### src/rtl/mem_pkg.sv
// Shared types and constants for the unified-RAM memory controller and its RAM.
package mem_pkg;

  typedef enum logic [1:0] {
    SIZE_B = 2'd0,
    SIZE_H = 2'd1,
    SIZE_W = 2'd2
  } size_e;

  typedef enum logic [1:0] {
    S_IDLE      = 2'd0,
    S_LOAD_WAIT = 2'd1,
    S_RMW_WRITE = 2'd2,
    S_DONE      = 2'd3
  } state_e;

  localparam int unsigned RAM_WORDS     = 4096;
  localparam int unsigned LCD_BASE_WORD = 4092;
  localparam int unsigned KBD_WORD      = 4091;

endpackage

### src/rtl/lane_align.sv
// Byte/halfword lane handling: load extract with sign/zero extension, and
// store merge of sub-word data into the previously read RAM word.
module lane_align
  import mem_pkg::*;
(
  input  logic [31:0] rd_word,
  input  logic [1:0]  lane,
  input  size_e       size,
  input  logic        is_unsigned,
  input  logic [31:0] wdata,
  output logic [31:0] load_data,
  output logic [31:0] store_word
);

  logic [31:0] shifted;

  always_comb begin
    shifted = rd_word >> {lane, 3'b000};
    case (size)
      SIZE_B:  load_data = {{24{~is_unsigned & shifted[7]}}, shifted[7:0]};
      SIZE_H:  load_data = {{16{~is_unsigned & shifted[15]}}, shifted[15:0]};
      default: load_data = rd_word;
    endcase
  end

  // Halfword lanes are aligned by the error check, so lane[1] alone selects the half.
  always_comb begin
    store_word = rd_word;
    case (size)
      SIZE_B:  store_word[{lane, 3'b000} +: 8]           = wdata[7:0];
      SIZE_H:  store_word[{lane[1], 4'b0000} +: 16]      = wdata[15:0];
      default: store_word = wdata;
    endcase
  end

endmodule

### src/rtl/mem_controller.sv
// Sequences RV32I loads/stores onto a word-only RAM (read-modify-write for
// sub-word stores) and gates instruction fetch around same-word writes.
module mem_controller
  import mem_pkg::*;
#(
  parameter int unsigned ADDR_W      = 12,
  parameter int unsigned BYTE_ADDR_W = 14
) (
  input  logic              clk,
  input  logic              rst,
  input  logic              fetch_req,
  input  logic [31:0]       fetch_addr,
  output logic              fetch_ready,
  output logic [31:0]       instr,
  input  logic              data_req,
  input  logic              data_we,
  input  logic [1:0]        data_size,
  input  logic              data_unsigned,
  input  logic [31:0]       data_addr,
  input  logic [31:0]       data_wdata,
  output logic              data_ready,
  output logic [31:0]       data_rdata,
  output logic              data_err,
  output logic [ADDR_W-1:0] ram_addr_data,
  output logic [ADDR_W-1:0] ram_addr_instr,
  output logic [31:0]       ram_data_in,
  output logic              ram_we,
  input  logic [31:0]       ram_addr_out,
  input  logic [31:0]       ram_instr_out
);

  state_e            state, state_n;
  logic [ADDR_W-1:0] idx_q;
  logic [1:0]        lane_q;
  size_e             size_q;
  logic              uns_q;
  logic              err_q;
  logic [31:0]       wdata_q;
  logic              fetch_ready_q;

  logic              accept;
  logic              misaligned;
  logic              out_of_range;
  logic              req_err;
  logic              word_store;
  logic              rmw_active;
  logic              fetch_blocked;
  logic [31:0]       load_data;
  logic [31:0]       merged;
  logic              unused_fetch_bits;

  assign unused_fetch_bits = ^{fetch_addr[31:BYTE_ADDR_W], fetch_addr[1:0]};

  assign accept = !rst && (state == S_IDLE) && data_req;

  always_comb begin
    misaligned = 1'b0;
    case (data_size)
      2'd1:    misaligned = data_addr[0];
      2'd2:    misaligned = |data_addr[1:0];
      2'd3:    misaligned = 1'b1;
      default: misaligned = 1'b0;
    endcase
  end

  assign out_of_range = |data_addr[31:BYTE_ADDR_W];
  assign req_err      = misaligned | out_of_range;
  assign word_store   = accept && !req_err && data_we && (data_size == SIZE_W);
  assign rmw_active   = !rst && (state == S_RMW_WRITE);

  lane_align u_lane_align (
    .rd_word     (ram_addr_out),
    .lane        (lane_q),
    .size        (size_q),
    .is_unsigned (uns_q),
    .wdata       (wdata_q),
    .load_data   (load_data),
    .store_word  (merged)
  );

  always_ff @(posedge clk) begin
    if (rst) begin
      state   <= S_IDLE;
      idx_q   <= '0;
      lane_q  <= '0;
      size_q  <= SIZE_B;
      uns_q   <= 1'b0;
      err_q   <= 1'b0;
      wdata_q <= '0;
    end else begin
      state <= state_n;
      if (accept) begin
        idx_q   <= data_addr[BYTE_ADDR_W-1:2];
        lane_q  <= data_addr[1:0];
        size_q  <= size_e'(data_size);
        uns_q   <= data_unsigned;
        err_q   <= req_err;
        wdata_q <= data_wdata;
      end
    end
  end

  always_comb begin
    state_n = state;
    case (state)
      S_IDLE: begin
        if (accept) begin
          if (req_err)                  state_n = S_DONE;
          else if (!data_we)            state_n = S_LOAD_WAIT;
          else if (data_size == SIZE_W) state_n = S_DONE;
          else                          state_n = S_RMW_WRITE;
        end
      end
      S_LOAD_WAIT: state_n = S_IDLE;
      S_RMW_WRITE: state_n = S_DONE;
      S_DONE:      state_n = S_IDLE;
      default:     state_n = S_IDLE;
    endcase
  end

  // Every combinational output is gated by rst so an abandoned RMW cannot write on the reset edge.
  always_comb begin
    ram_addr_data = (state == S_IDLE) ? data_addr[BYTE_ADDR_W-1:2] : idx_q;
    ram_we        = word_store | rmw_active;
    ram_data_in   = '0;
    if (word_store)      ram_data_in = data_wdata;
    else if (rmw_active) ram_data_in = merged;
    data_ready    = !rst && ((state == S_LOAD_WAIT) || (state == S_DONE));
    data_err      = !rst && (state == S_DONE) && err_q;
    data_rdata    = (!rst && (state == S_LOAD_WAIT)) ? load_data : '0;
  end

  assign ram_addr_instr = fetch_addr[BYTE_ADDR_W-1:2];
  assign fetch_blocked  = ram_we && (ram_addr_instr == ram_addr_data);

  always_ff @(posedge clk) begin
    if (rst) fetch_ready_q <= 1'b0;
    else     fetch_ready_q <= fetch_req && !fetch_blocked;
  end

  assign fetch_ready = fetch_ready_q;
  assign instr       = fetch_ready_q ? ram_instr_out : '0;

endmodule

### config.mk
export PLATFORM = sky130hd
export DESIGN_NAME = mem_controller
export DESIGN_NICKNAME = d
export VERILOG_FILES = /design/src/rtl/mem_pkg.sv /design/src/rtl/lane_align.sv /design/src/rtl/mem_controller.sv
export SDC_FILE = /design/constraint.sdc
export NUM_CORES = 1
export LEC_CHECK = 0
export ABC_AREA = 1
export BUFFER_PORTS_ARGS = -buffer_cell sky130_fd_sc_hd__buf_2
export CORE_MARGIN = 5
export CORE_UTILIZATION = 46
export DETAILED_ROUTE_END_ITERATION = 10
export PLACE_DENSITY_LB_ADDON = 0.12
export SYNTH_ARGS = -nofsm -noshare
export SYNTH_HDL_FRONTEND = slang
export SYNTH_SLANG_ARGS = --single-unit
### constraint.sdc
create_clock -name clk -period 3.11 [get_ports clk]
set_input_delay 0.4665 -clock clk [delete_from_list [all_inputs] [get_ports clk]]
set_output_delay 0.4665 -clock clk [all_outputs]
set_load 0.1 [all_outputs]
After elaboration in Yosys (flattened, before gate mapping)
Cells that the tools add are included.

Flip-flop bits (word level): 53. Input bits: 168.

Add/sub/neg operators: 2. Equality and inequality tests: 9. Shifts and indexed selects: 5. Mux-type cells: 15. Bitwise operators: 5. Reductions and logical operators: 21.

Operator list (number): $mux 32 (4); $pmux 32 s2 (2); $bwmux 32 (2); $shift 16x7->32 const A (1); $shift 8x7->32 const A (1); $shiftx 16x7->32 (1); $shiftx 8x7->32 (1); $shr 32x5->16 (1); $reduce_or 18->1 (1); $neg 5->7 (2); $eq 12x12->1 (1); $logic_and 1x1->1 (12); $mux 12 (1); $eq 2x2->1 const B (4); $eq 2x1->1 const B (3); $mux 2 (3); $pmux 2 s3 (1); $logic_not 2->1 (2); $reduce_or 2->1 (2); $logic_not 1->1 (3); $pmux 1 s3 (1); $and 1x1->1 (2); $ne 2x2->1 const B (1); $or 1x1->1 (2); other kinds (3) (3).

Logic depth before layout (Yosys ltp)
Gate-level depths: netlist (run 1).

Word-level depth: 11. Mapped depth: 13. Depth with buffers taken out: 11.

By module
Synthesis (run 1) repeated with hierarchy kept, for this count alone.

Cell total of the unflattened synthesis: 1085. Area, all modules: 5612.9 µm².

Modules (own cells, without submodules): mem_controller (instances 1, cells each 631, area an instance 3616.0 µm², seq. area each 1061.0 µm²); lane_align (instances 1, cells each 454, area an instance 1996.9 µm², seq. area each 0.0 µm²).

Least setup slack after synthesis (run 1)
OpenSTA, ideal clock, no wires.

Path type: input port to output port. From: input port rst. To: output port data_rdata[5]. Data arrival time: 3530 ps. Data required time: 2643 ps. Path slack: -887 ps. Cell stages on the path: 7. Buffers on the path: 2. Cell sequence: buf_2 -> nor2_2 -> nand2_1 -> inv_1 -> buf_2 -> o21ai_0 -> a21oi_1.

Cells in the longest elaborated chain, start to end: 3.

RTL lines: from (decl) (line mem_controller.sv:10) `input logic rst,`; $logic_not 1->1 (line mem_controller.sv:130) `data_rdata = (!rst && (state == S_LOAD_WAIT)) ? load_data : '0;`; $logic_and 1x1->1 (line mem_controller.sv:130); $mux 32 (line mem_controller.sv:130); to (decl) (line mem_controller.sv:22) `output logic [31:0] data_rdata,`.

Every way passes these cells.

Final worst setup path (run 1)
From: register size_q[0]. To: output port data_rdata[16].

Cells in the longest elaborated chain, start to end: 3. Elaborated cells on any way between the ends: 4. Those cells by class: 1 x eq/ne; 2 x mux; 1 x reduce/logical.

RTL lines: from (decl) (line mem_controller.sv:35) `size_e size_q;`; from (signal assigned) (line mem_controller.sv:95) `size_q <= size_e'(data_size);`; $eq 2x1->1 / $logic_not 2->1 (equally long branches) (line lane_align.sv:19) `case (size)`; $pmux 32 s2 * (line lane_align.sv:19); $mux 32 * (line mem_controller.sv:130).

Every way passes the cells marked *; elsewhere a longest branch is shown, timed or not.

==> results of run 1 <==
[through the flow]
step	total power [mW]	setup slack, ns	hold WS [ns]
after floorplan	2.16	0.0566	0.445
after global placement	2.66	0.424	0.452
after detailed placement	2.68	0.405	0.458
after CTS	3.11	0.0423	0.368
after global routing	3.28	-0.149	0.387
final	3.12	-0.0208	0.374
[synthesized netlist by cell type, drive strengths merged]
library cell,count
a211oi,3
a21oi,108
a31oi,2
a41oi,1
and2,1
buf,34
clkbuf,30
clkinv,2
dfxtp,53
ha,5
inv,136
nand2,199
nand3,27
nand3b,6
nand4,1
nor2,108
nor3,2
o2111ai,7
o211ai,9
o21ai,181
o221ai,1
o31ai,11
or2,1
[layer usage]
metal,vias up,routed length (um)
met5,-,0
met4,0,360
met3,34,2240
met2,390,9540
met1,3064,8340
li1,3472,-
[final cells by class]
cell class | count | area (um^2) | area share, %
clock buffers | 5 | 68.8 | 0.902
clock inverters | 3 | 26.3 | 0.344
inverters | 138 | 522 | 6.84
multi-input cells | 673 | 3440 | 45.1
flip-flops and latches | 53 | 1060 | 13.9
well taps | 140 | 175 | 2.30
repair buffers | 288 | 2340 | 30.6
[final timing paths]
| kind | start | endpoint | slack, ns | cells after the start |
|---|---|---|---|---|
| setup / recovery | size_q[0] | data_rdata[16] | -0.02 | 9 |
| hold / removal | fetch_req | fetch_ready | 0.37 | 3 |
| setup reg to reg | state[0] | wdata_q[19] | 0.83 | 6 |
| hold reg to reg | idx_q[7] | idx_q[7] | 0.48 | 2 |
[sequential cells by signal, summed over array words and instances, names as in the netlist]
register / cells
err_q: 1
fetch_ready: 1
idx_q: 12
lane_q: 2
size_q: 2
state: 2
uns_q: 1
wdata_q: 32
[power by group]
part	internal [mW]	switching (mW)
combinational	0.495	1.37
clock	0.165	0.272
sequential	0.749	0.0703
[logic make-up (layout without fill, tap and decap cells)]
family / after synthesis / in the layout / share of synthesized area (%)
buffers and inverters: 202 / 434 / 16.4
AND/OR/NAND/NOR: 345 / 345 / 27.9
adder cells (fa/ha/maj): 5 / 5 / 1.22
AO/OA/AOI/OAI: 323 / 323 / 33.8
flip-flops: 53 / 53 / 20.6
[worst max-delay path: stages, from the launching register on]
cell and delay (ns):
dfxtp_1 0.61, inv_2 0.11, nand2_2 0.40, inv_2 0.18
nand3_1 0.17, nand3_1 0.12, nand3_2 0.08, buf_4 0.37
nor2_2 0.09, buf_12 0.18
[timing repair]
item                                    in CTS  in global routing
endpoints found under the hold margin        0                  0
hold buffers                                 0                  0
gates resized for setup                      0                  2
setup buffers                                0                  0
endpoints found under the setup margin       0                 37
==> impl_metrics.env, run 1 <==
export IMPL_syn_area_um2=5150
export IMPL_hold_class="primary input to flip-flop"
export IMPL_detail_route_vias_per_cell=5.35
export IMPL_dieArea_um2=13400
export IMPL_final_setup_skew_ns=0.00937
export IMPL_drv_cap=0
export IMPL_tritoncts="done"
export IMPL_achievable_frequency_mhz=319
export IMPL_route_detailed_drc=0
export IMPL_vias_in_the_first_global_route=6263
export IMPL_layout_cells_most_common="buf_2"
export IMPL_synth_largest_area_cell="dfxtp_1"
export IMPL_final_critical_path_setup_slack_ns=-0.0208
export IMPL_cp_data_required_time_ns=2.64
export IMPL_globalRoute_totalOverflow=0
export IMPL_ctsLongestPathBuffers=2
export IMPL_netlist_instances=928
export IMPL_grt_start_max_net_pins=43
export IMPL_placementRows=38
export IMPL_violations="setup timing"
export IMPL_use_met3_pct=5.17
export IMPL_synthesis_area_per_instance_um2=5.55
export IMPL_setup_worst_path_class="flip-flop to output pin"
export IMPL_grt_busiest_layer="met2"
export IMPL_finalCriticalPeriod_ns=3.13
export IMPL_power_density_normalized_to_cell_area_nw_per_um2=409
export IMPL_start_util_pct=47.3
export IMPL_place_detailed_instances=1292
export IMPL_setup_total_negative_slack_ns=-0.0825
export IMPL_die_width_um=116
export IMPL_finalNetCount=1332
export IMPL_post_route_cells_drive_above_1_share_pct=31.7
export IMPL_min_period_over_period_pct=101
export IMPL_synth_seq_cells=53
export IMPL_total_routing_resource_utilization_after_global_routing_pct=28.8
export IMPL_outcome="finished, violations left"
export IMPL_startpoint_type="flip-flop"
export IMPL_post_route_cell_area_um2=7630
export IMPL_setup_viol_count_final=6
export IMPL_power_leakage_nw=3.94
export IMPL_dpl_hpwl_mm=16.1
export IMPL_groute_layer_met2_usage_pct=47.4
export IMPL_clkLatencyLatePin_ns=0.32
export IMPL_final_cell_mix="buf_2 (215), nand2_1 (196), o21ai_0 (158), inv_1 (130), a21oi_1 (101)"
export IMPL_report_final_slew_viol_count=0
export IMPL_final_hold_violation_count=0
export IMPL_die_height_um=116
export IMPL_global_route_usage_met1_pct=39.2
export IMPL_synthesis_yosys_warnings=0
export IMPL_detail_route_antenna_nets=0
export IMPL_num_vias=6960
export IMPL_timing_critical_path_fanout_max=25
export IMPL_number_of_filler_cells_placed_in_the_layout=1032
export IMPL_netlist_top_cells_area="dfxtp_1 (21%), o21ai_0 (16%), nand2_1 (14%)"
export IMPL_synth_top_cell_area_share_pct=20.6
export IMPL_routedWlPerCell_um=15.8
export IMPL_relSlewSlack_pct=35.0
export IMPL_ioPinCount=292
export IMPL_cts_made_buffers=5
export IMPL_synth_seq_area_share_pct=20.6
export IMPL_ys_types=37
export IMPL_wire_length_of_the_first_global_routing_pass_mm=31.5
export IMPL_drtIter0Drc=575
export IMPL_worst_setup_path_end_kind="output pin"
export IMPL_cts_reportedPaths_clkPinSlew_ns=0.12
export IMPL_num_antenna_cells=0
export IMPL_core_um2=10900
export IMPL_clock_tree_htree_level_count=2
export IMPL_port_buffer_count=271
export IMPL_grt_antenna_before_repair=0
export IMPL_flow_area_growth_from_synthesis_pct=48.2
export IMPL_gp_congestion=0.946
export IMPL_final_cells=1300
export IMPL_grt_setup_unrepaired="yes"
export IMPL_critPathArrivalTime_ns=2.66
export IMPL_route_final_wire_length_mm=20.5
export IMPL_final_core_util_pct=70.1
export IMPL_ir_drop_uv=369
export IMPL_dpl_cell_area_um2=7530
export IMPL_detailedRoute_firstPassIterationCount=5
export IMPL_cts_root_buf="clkbuf_8"
export IMPL_cts_sinks=53
export IMPL_synth_fp_nets=1101
export IMPL_max_slew_worst_pin_slew_ns=0.974
(Power assumes the default switching activity.)
==> inputs of run 2 (changes only) <==
--- a/config.mk
+++ b/config.mk
@@ -10,7 +10,10 @@
 export CORE_MARGIN = 5
 export CORE_UTILIZATION = 46
 export DETAILED_ROUTE_END_ITERATION = 10
+export GPL_TIMING_DRIVEN = 0
+export HOLD_SLACK_MARGIN = 0.05
 export PLACE_DENSITY_LB_ADDON = 0.12
+export RECOVER_POWER = 25
 export SYNTH_ARGS = -nofsm -noshare
 export SYNTH_HDL_FRONTEND = slang
 export SYNTH_SLANG_ARGS = --single-unit
==> run 2 against run 1 <==
The flow now finishes without violations. Global-route usage increased by 2.1 points. Clock power fell by 5.7%. Register-to-register slack improved by 0.45 ns. Cell count up 3.8%. Via count up 4.2%. Non-clock buffer count rose by 49. Worst hold slack barely moved. Clock skew rose by 0.0036 ns. Power down 1.1%. Combinational power hardly changed. Routed wire length is 8.0% higher. Utilization decreased by 2.9 points. Critical path type unchanged. Largest cell class unchanged. Largest power group unchanged.
==> impl_metrics.env, run 2 (synthesis results as in run 1) <==
export IMPL_achievable_frequency_mhz=332
export IMPL_number_of_filler_cells_placed_in_the_layout=1109
export IMPL_die_width_um=116
export IMPL_detailedRoute_firstPassIterationCount=6
export IMPL_clock_tree_htree_level_count=2
export IMPL_internal_power_mw=1.36
export IMPL_cts_made_buffers=5
export IMPL_relSlewSlack_pct=21.4
export IMPL_placementRows=38
export IMPL_routedWlPerCell_um=16.4
export IMPL_globalRoute_totalOverflow=0
export IMPL_min_period_over_period_pct=96.8
export IMPL_vias_in_the_first_global_route=6552
export IMPL_power_share_combinational_pct=60.3
export IMPL_power_density_normalized_to_cell_area_nw_per_um2=422
export IMPL_p_sw_mw=1.73
export IMPL_ir_drop_uv=289
export IMPL_flow_area_growth_from_synthesis_pct=42.1
export IMPL_ctsLongestPathBuffers=2
export IMPL_cts_reportedPaths_clkPinSlew_ns=0.11
export IMPL_die_height_um=116
export IMPL_final_core_util_pct=67.2
export IMPL_finalNetCount=1381
export IMPL_setup_total_negative_slack_ns=0
export IMPL_total_routing_resource_utilization_after_global_routing_pct=30.9
export IMPL_num_antenna_cells=0
export IMPL_port_buffer_count=271
export IMPL_finalCriticalPeriod_ns=3.01
export IMPL_cp_data_required_time_ns=2.64
export IMPL_route_detailed_drc=0
export IMPL_tritoncts="done"
export IMPL_detail_route_antenna_nets=0
export IMPL_dieArea_um2=13400
export IMPL_grt_antenna_before_repair=0
export IMPL_gp_congestion=1.02
export IMPL_final_cell_mix="buf_2 (225), nand2_1 (196), o21ai_0 (148), inv_1 (129), a21oi_1 (100)"
export IMPL_final_hold_violation_count=0
export IMPL_post_route_cells_drive_above_1_share_pct=31.2
export IMPL_clkLatencyLatePin_ns=0.32
export IMPL_largest_register_ff_count=32
export IMPL_max_slew_worst_pin_slew_ns=1.18
export IMPL_cts_sinks=53
export IMPL_timing_critical_path_fanout_max=12
export IMPL_top_registers="wdata_q: 32 flops, idx_q: 12 flops"
export IMPL_layout_cells_most_common="buf_2"
export IMPL_worst_hold_slack_ns=0.374
export IMPL_start_util_pct=47.3
export IMPL_final_setup_skew_ns=0.0129
export IMPL_setup_viol_count_final=0
export IMPL_setup_worst_path_class="flip-flop to output pin"
export IMPL_sw_frac_of_total_pct=56.0
export IMPL_startpoint_type="flip-flop"
export IMPL_cts_root_buf="clkbuf_8"
export IMPL_registers_top_by_ff_count="wdata_q"
export IMPL_power_frac_clock_pct=13.4
export IMPL_ioPinCount=292
export IMPL_detail_route_vias_per_cell=5.38
export IMPL_num_vias=7251
export IMPL_route_final_wire_length_mm=22.1
export IMPL_critPathArrivalTime_ns=2.54
export IMPL_report_final_slew_viol_count=0
export IMPL_worst_setup_path_end_kind="output pin"
export IMPL_final_critical_path_setup_slack_ns=0.0989
export IMPL_wire_length_of_the_first_global_routing_pass_mm=33.1
export IMPL_drv_cap=0
export IMPL_outcome="finished clean"
export IMPL_core_um2=10900
export IMPL_drtIter0Drc=727
export IMPL_grt_start_max_net_pins=16
export IMPL_power_leakage_nw=3.92
export IMPL_seqPwrFrac_pct=26.3
export IMPL_hold_class="primary input to flip-flop"
export IMPL_dpl_hpwl_mm=17.6
export IMPL_pre_cts_setup_slack_ns=-0.356
run 2: changes by cell type in the layout (fill, tap and decap cells not counted), moves of 3 or more:
cell | previous run | this run
buf_1 | 0 | 3
buf_12 | 57 | 9
buf_2 | 215 | 225
buf_4 | 16 | 30
buf_6 | 0 | 13
buf_8 | 0 | 8
clkbuf_1 | 0 | 42
clkbuf_2 | 0 | 4
clkbuf_4 | 0 | 5
o21ai_0 | 158 | 148
o21ai_1 | 1 | 11
run 2: layer usage:
metal | vias up | part of all wire [%] | GRT usage, %
met5 | - | 0 | 0
met4 | 0 | 3.5 | 11.9
met3 | 60 | 11 | 5.85
met2 | 434 | 45 | 47.6
met1 | 3185 | 41 | 42.8
li1 | 3572 | - | -
run 2: path summary, 6_finish.rpt:
path / depth (start not counted) / endpoint / slack [ns] / startpoint
worst max-delay path: 11 / ram_data_in[27] / 0.1 / lane_q[1]
worst min-delay path: 3 / fetch_ready / 0.37 / fetch_req
worst max register to register: 10 / fetch_ready / 1.28 / state[0]
worst min register to register: 2 / idx_q[10] / 0.48 / idx_q[10]
run 2: power by group through the flow:
stage | clock network, mW | logic, mW | registers, mW
4_1_cts | 0.410 | 1.81 | 0.809
6_report | 0.412 | 1.86 | 0.813
3_3_place_gp | 0 | 1.75 | 0.824
3_5_place_dp | 0 | 1.76 | 0.823
5_1_grt | 0.436 | 1.99 | 0.819
2_1_floorplan | 0 | 1.35 | 0.807
run 2: final cells by class:
type,count,area [um^2],share of cell area (%)
multi-input cells,673,3450,47.2
repair buffers,273,1660,22.6
flip-flops and latches,53,1070,14.6
inverters,138,518,7.08
plain buffers,64,362,4.94
well taps,140,175,2.40
clock buffers,7,76.3,1.04
clock inverters,1,7.51,0.103
run 2: stage by stage:
step / power [mW] / instances / instance area [um^2]
2_1_floorplan: 2.16 / 928 / 5340
3_3_place_gp: 2.57 / 1339 / 6870
3_5_place_dp: 2.58 / 1339 / 6870
4_1_cts: 3.03 / 1347 / 7200
5_1_grt: 3.24 / 1349 / 7310
6_report: 3.09 / 1349 / 7310
run 2: critical path: stages, from the launching register on:
cell and delay (ns):
dfxtp_4 0.39, buf_6 0.15, inv_2 0.07, buf_6 0.15, ha_1 0.29, clkbuf_4 0.20, o21ai_0 0.18, o211ai_1 0.11
a21oi_1 0.27, nor2_1 0.08, inv_1 0.06, buf_4 0.28
run 2: repair_timing:
action	CTS	global route
endpoints found under the setup margin	42	49
gates resized for setup	83	50
hold endpoints to repair	0	0
pin swaps	1	3
setup buffers	0	2
hold buffers	0	0
==> inputs of run 3 (changes only) <==
--- a/config.mk
+++ b/config.mk
@@ -5,10 +5,9 @@
 export SDC_FILE = /design/constraint.sdc
 export NUM_CORES = 1
 export LEC_CHECK = 0
-export ABC_AREA = 1
 export BUFFER_PORTS_ARGS = -buffer_cell sky130_fd_sc_hd__buf_2
 export CORE_MARGIN = 5
-export CORE_UTILIZATION = 46
+export CORE_UTILIZATION = 45
 export DETAILED_ROUTE_END_ITERATION = 10
 export GPL_TIMING_DRIVEN = 0
 export HOLD_SLACK_MARGIN = 0.05
==> run 3 against run 2 <==
Synthesized area fell by 5.9%. Critical path depth is the same. Die area fell by 3.5%. Critical path type unchanged. Largest cell class unchanged. Largest power group unchanged.
==> impl_metrics.env, run 3 <==
export IMPL_outcome="finished clean"
export IMPL_placementRows=37
export IMPL_use_met3_pct=8.70
export IMPL_timing_critical_path_fanout_max=8
export IMPL_cp_data_required_time_ns=2.64
export IMPL_drv_cap=0
export IMPL_startpoint_type="flip-flop"
export IMPL_relSlewSlack_pct=18.0
export IMPL_worst_r2r_setup_slack_ns=1.05
export IMPL_dominantRegCellSynth="dfxtp_1"
export IMPL_final_core_util_pct=72.8
export IMPL_totalPowerFinal_mw=2.83
export IMPL_clkLatencyLatePin_ns=0.32
export IMPL_synthesis_yosys_warnings=0
export IMPL_min_period_over_period_pct=99.9
export IMPL_synth_seq_area_share_pct=21.9
export IMPL_syn_area_um2=4840
export IMPL_critPathArrivalTime_ns=2.64
export IMPL_synth_top_cell_area_share_pct=21.9
export IMPL_cts_made_buffers=5
export IMPL_synth_edff_count=0
export IMPL_ioPinCount=292
export IMPL_route_detailed_drc=0
export IMPL_global_route_usage_met1_pct=42.5
export IMPL_top_registers="wdata_q: 32 flops, idx_q: 12 flops"
export IMPL_registers_top_by_ff_count="wdata_q"
export IMPL_synth_seq_cells=53
export IMPL_synth_largest_area_cell="dfxtp_1"
export IMPL_dpl_hpwl_mm=16.9
export IMPL_globalRoute_totalOverflow=0
export IMPL_dieArea_um2=12900
export IMPL_ctsLongestPathBuffers=2
export IMPL_synthesis_area_per_instance_um2=6.57
export IMPL_setup_viol_count_final=0
export IMPL_hold_class="primary input to flip-flop"
export IMPL_worst_setup_path_end_kind="output pin"
export IMPL_die_width_um=114
export IMPL_start_util_pct=46.5
export IMPL_detail_route_antenna_nets=0
export IMPL_detail_route_vias_per_cell=5.77
export IMPL_wire_length_of_the_first_global_routing_pass_mm=33.7
export IMPL_layout_cells_most_common="buf_2"
export IMPL_num_vias=6667
export IMPL_final_cell_mix="buf_2 (230), nand2_1 (174), a21oi_1 (78), dfxtp_1 (51), clkbuf_1 (49)"
export IMPL_vias_in_the_first_global_route=6450
export IMPL_ys_types=48
export IMPL_cts_reportedPaths_clkPinSlew_ns=0.11
export IMPL_cts_root_buf="clkbuf_8"
export IMPL_final_setup_skew_ns=0.00955
export IMPL_flow_area_growth_from_synthesis_pct=56.6
export IMPL_gp_congestion=0.978
export IMPL_core_um2=10400
export IMPL_max_slew_worst_pin_slew_ns=1.23
export IMPL_worst_hold_slack_ns=0.386
export IMPL_achievable_frequency_mhz=322
export IMPL_largest_register_ff_count=32
export IMPL_number_of_filler_cells_placed_in_the_layout=944
export IMPL_grt_start_max_net_pins=17
export IMPL_finalNetCount=1191
export IMPL_ir_drop_uv=305
export IMPL_netlist_instances=737
export IMPL_final_hold_violation_count=0
export IMPL_tritoncts="done"
export IMPL_share_of_async_settable_or_async_resettable_flops_after_synthesis_pct=0
export IMPL_die_height_um=114
export IMPL_setup_worst_path_class="flip-flop to output pin"
export IMPL_post_route_cells_drive_above_1_share_pct=40.1
export IMPL_power_leakage_nw=3.41
export IMPL_grt_busiest_layer="met2"
export IMPL_synth_top_cells_by_count="nand2_1 (174), a21oi_1 (100), dfxtp_1 (53), o21ai_0 (53)"
export IMPL_synth_fp_nets=910
export IMPL_finalCriticalPeriod_ns=3.11
export IMPL_detailedRoute_firstPassIterationCount=5
export IMPL_route_final_wire_length_mm=21.7
export IMPL_port_buffer_count=270
export IMPL_routedWlPerCell_um=18.8
export IMPL_synthMostInstantiatedCell="nand2_1"
export IMPL_power_density_normalized_to_cell_area_nw_per_um2=373
export IMPL_report_final_slew_viol_count=0
export IMPL_groute_layer_met2_usage_pct=51.4
export IMPL_cts_sinks=53
export IMPL_total_routing_resource_utilization_after_global_routing_pct=32.0
export IMPL_netlist_top_cells_area="dfxtp_1 (22%), nand2_1 (13%), a21oi_1 (10%)"
export IMPL_grt_antenna_before_repair=0
export IMPL_clock_tree_htree_level_count=2
export IMPL_grt_setup_unrepaired="yes"
export IMPL_drtIter0Drc=606
export IMPL_post_cts_hold_buffers=0
-- run 3: metal layers --
layer | vias up | wire length (um)
met5 | - | 0
met4 | 0 | 581
met3 | 57 | 2590
met2 | 401 | 9820
met1 | 3055 | 8700
li1 | 3154 | -
-- run 3: cell families after synthesis --
group / Yosys count / share of synthesized area (%)
buffers and inverters: 116 / 10.3
xor gates and xnor gates: 10 / 1.81
and+or+nand+nor: 270 / 24.7
AOI/OAI and AO/OA: 263 / 35.3
adders and majority gates: 5 / 1.29
DFF: 53 / 21.9
muxes: 20 / 4.68
-- run 3: path summary, 6_finish.rpt --
check / start / to / cells after the start
min reg2reg: wdata_q[24] / wdata_q[24] / 2
max reg2reg: state[1] / wdata_q[15] / 7
max: lane_q[0] / ram_data_in[18] / 11
min: data_addr[1] / lane_q[1] / 3
-- run 3: timing repair --
action | CTS | global route
setup buffers | 5 | 1
resized for setup | 97 | 43
pin swaps | 6 | 15
setup endpoints to repair | 51 | 49
gates cloned | 1 | 0
-- run 3: per-stage QoR --
stage,setup WS [ns],TNS [ns],instances,cell area (um^2)
CTS,-0.00709,-0.00921,1155,7450
finish,0.00296,0,1156,7580
detailed placement,-0.742,-13.71,1143,6920
floorplan,-0.107,-1.18,737,5400
global route,-0.0585,-0.172,1155,7580
global placement,-0.669,-12.43,1143,6920
-- run 3: cell type report --
type	instances	area [um^2]	area share [%]
flip-flops and latches	53	1070	14.1
repair buffers	276	1620	21.4
repair inverters	1	8.76	0.115
multi-input cells	568	4010	52.9
well taps	136	170	2.24
clock inverters	3	65.1	0.858
inverters	42	170	2.24
clock buffers	5	68.8	0.907
plain buffers	71	402	5.30
diodes	1	2.50	0.0330
-- run 3: critical path, cell delays in order (launching register included) --
cell and delay [ns]:
dfxtp_4 0.39, buf_6 0.10, inv_2 0.04, buf_8 0.12, ha_4 0.27, nor4bb_4 0.29, buf_6 0.18, a221oi_1 0.08
a311oi_1 0.35, a21oi_1 0.12, o21ai_4 0.19, buf_12 0.20
-- run 3: power breakdown --
part / leakage [nW] / switching [mW] / internal (mW)
Sequential: 0.436 / 0.0500 / 0.722
Clock: 0.0681 / 0.247 / 0.320
Combinational: 2.91 / 1.09 / 0.403
Total: 3.41 / 1.38 / 1.45
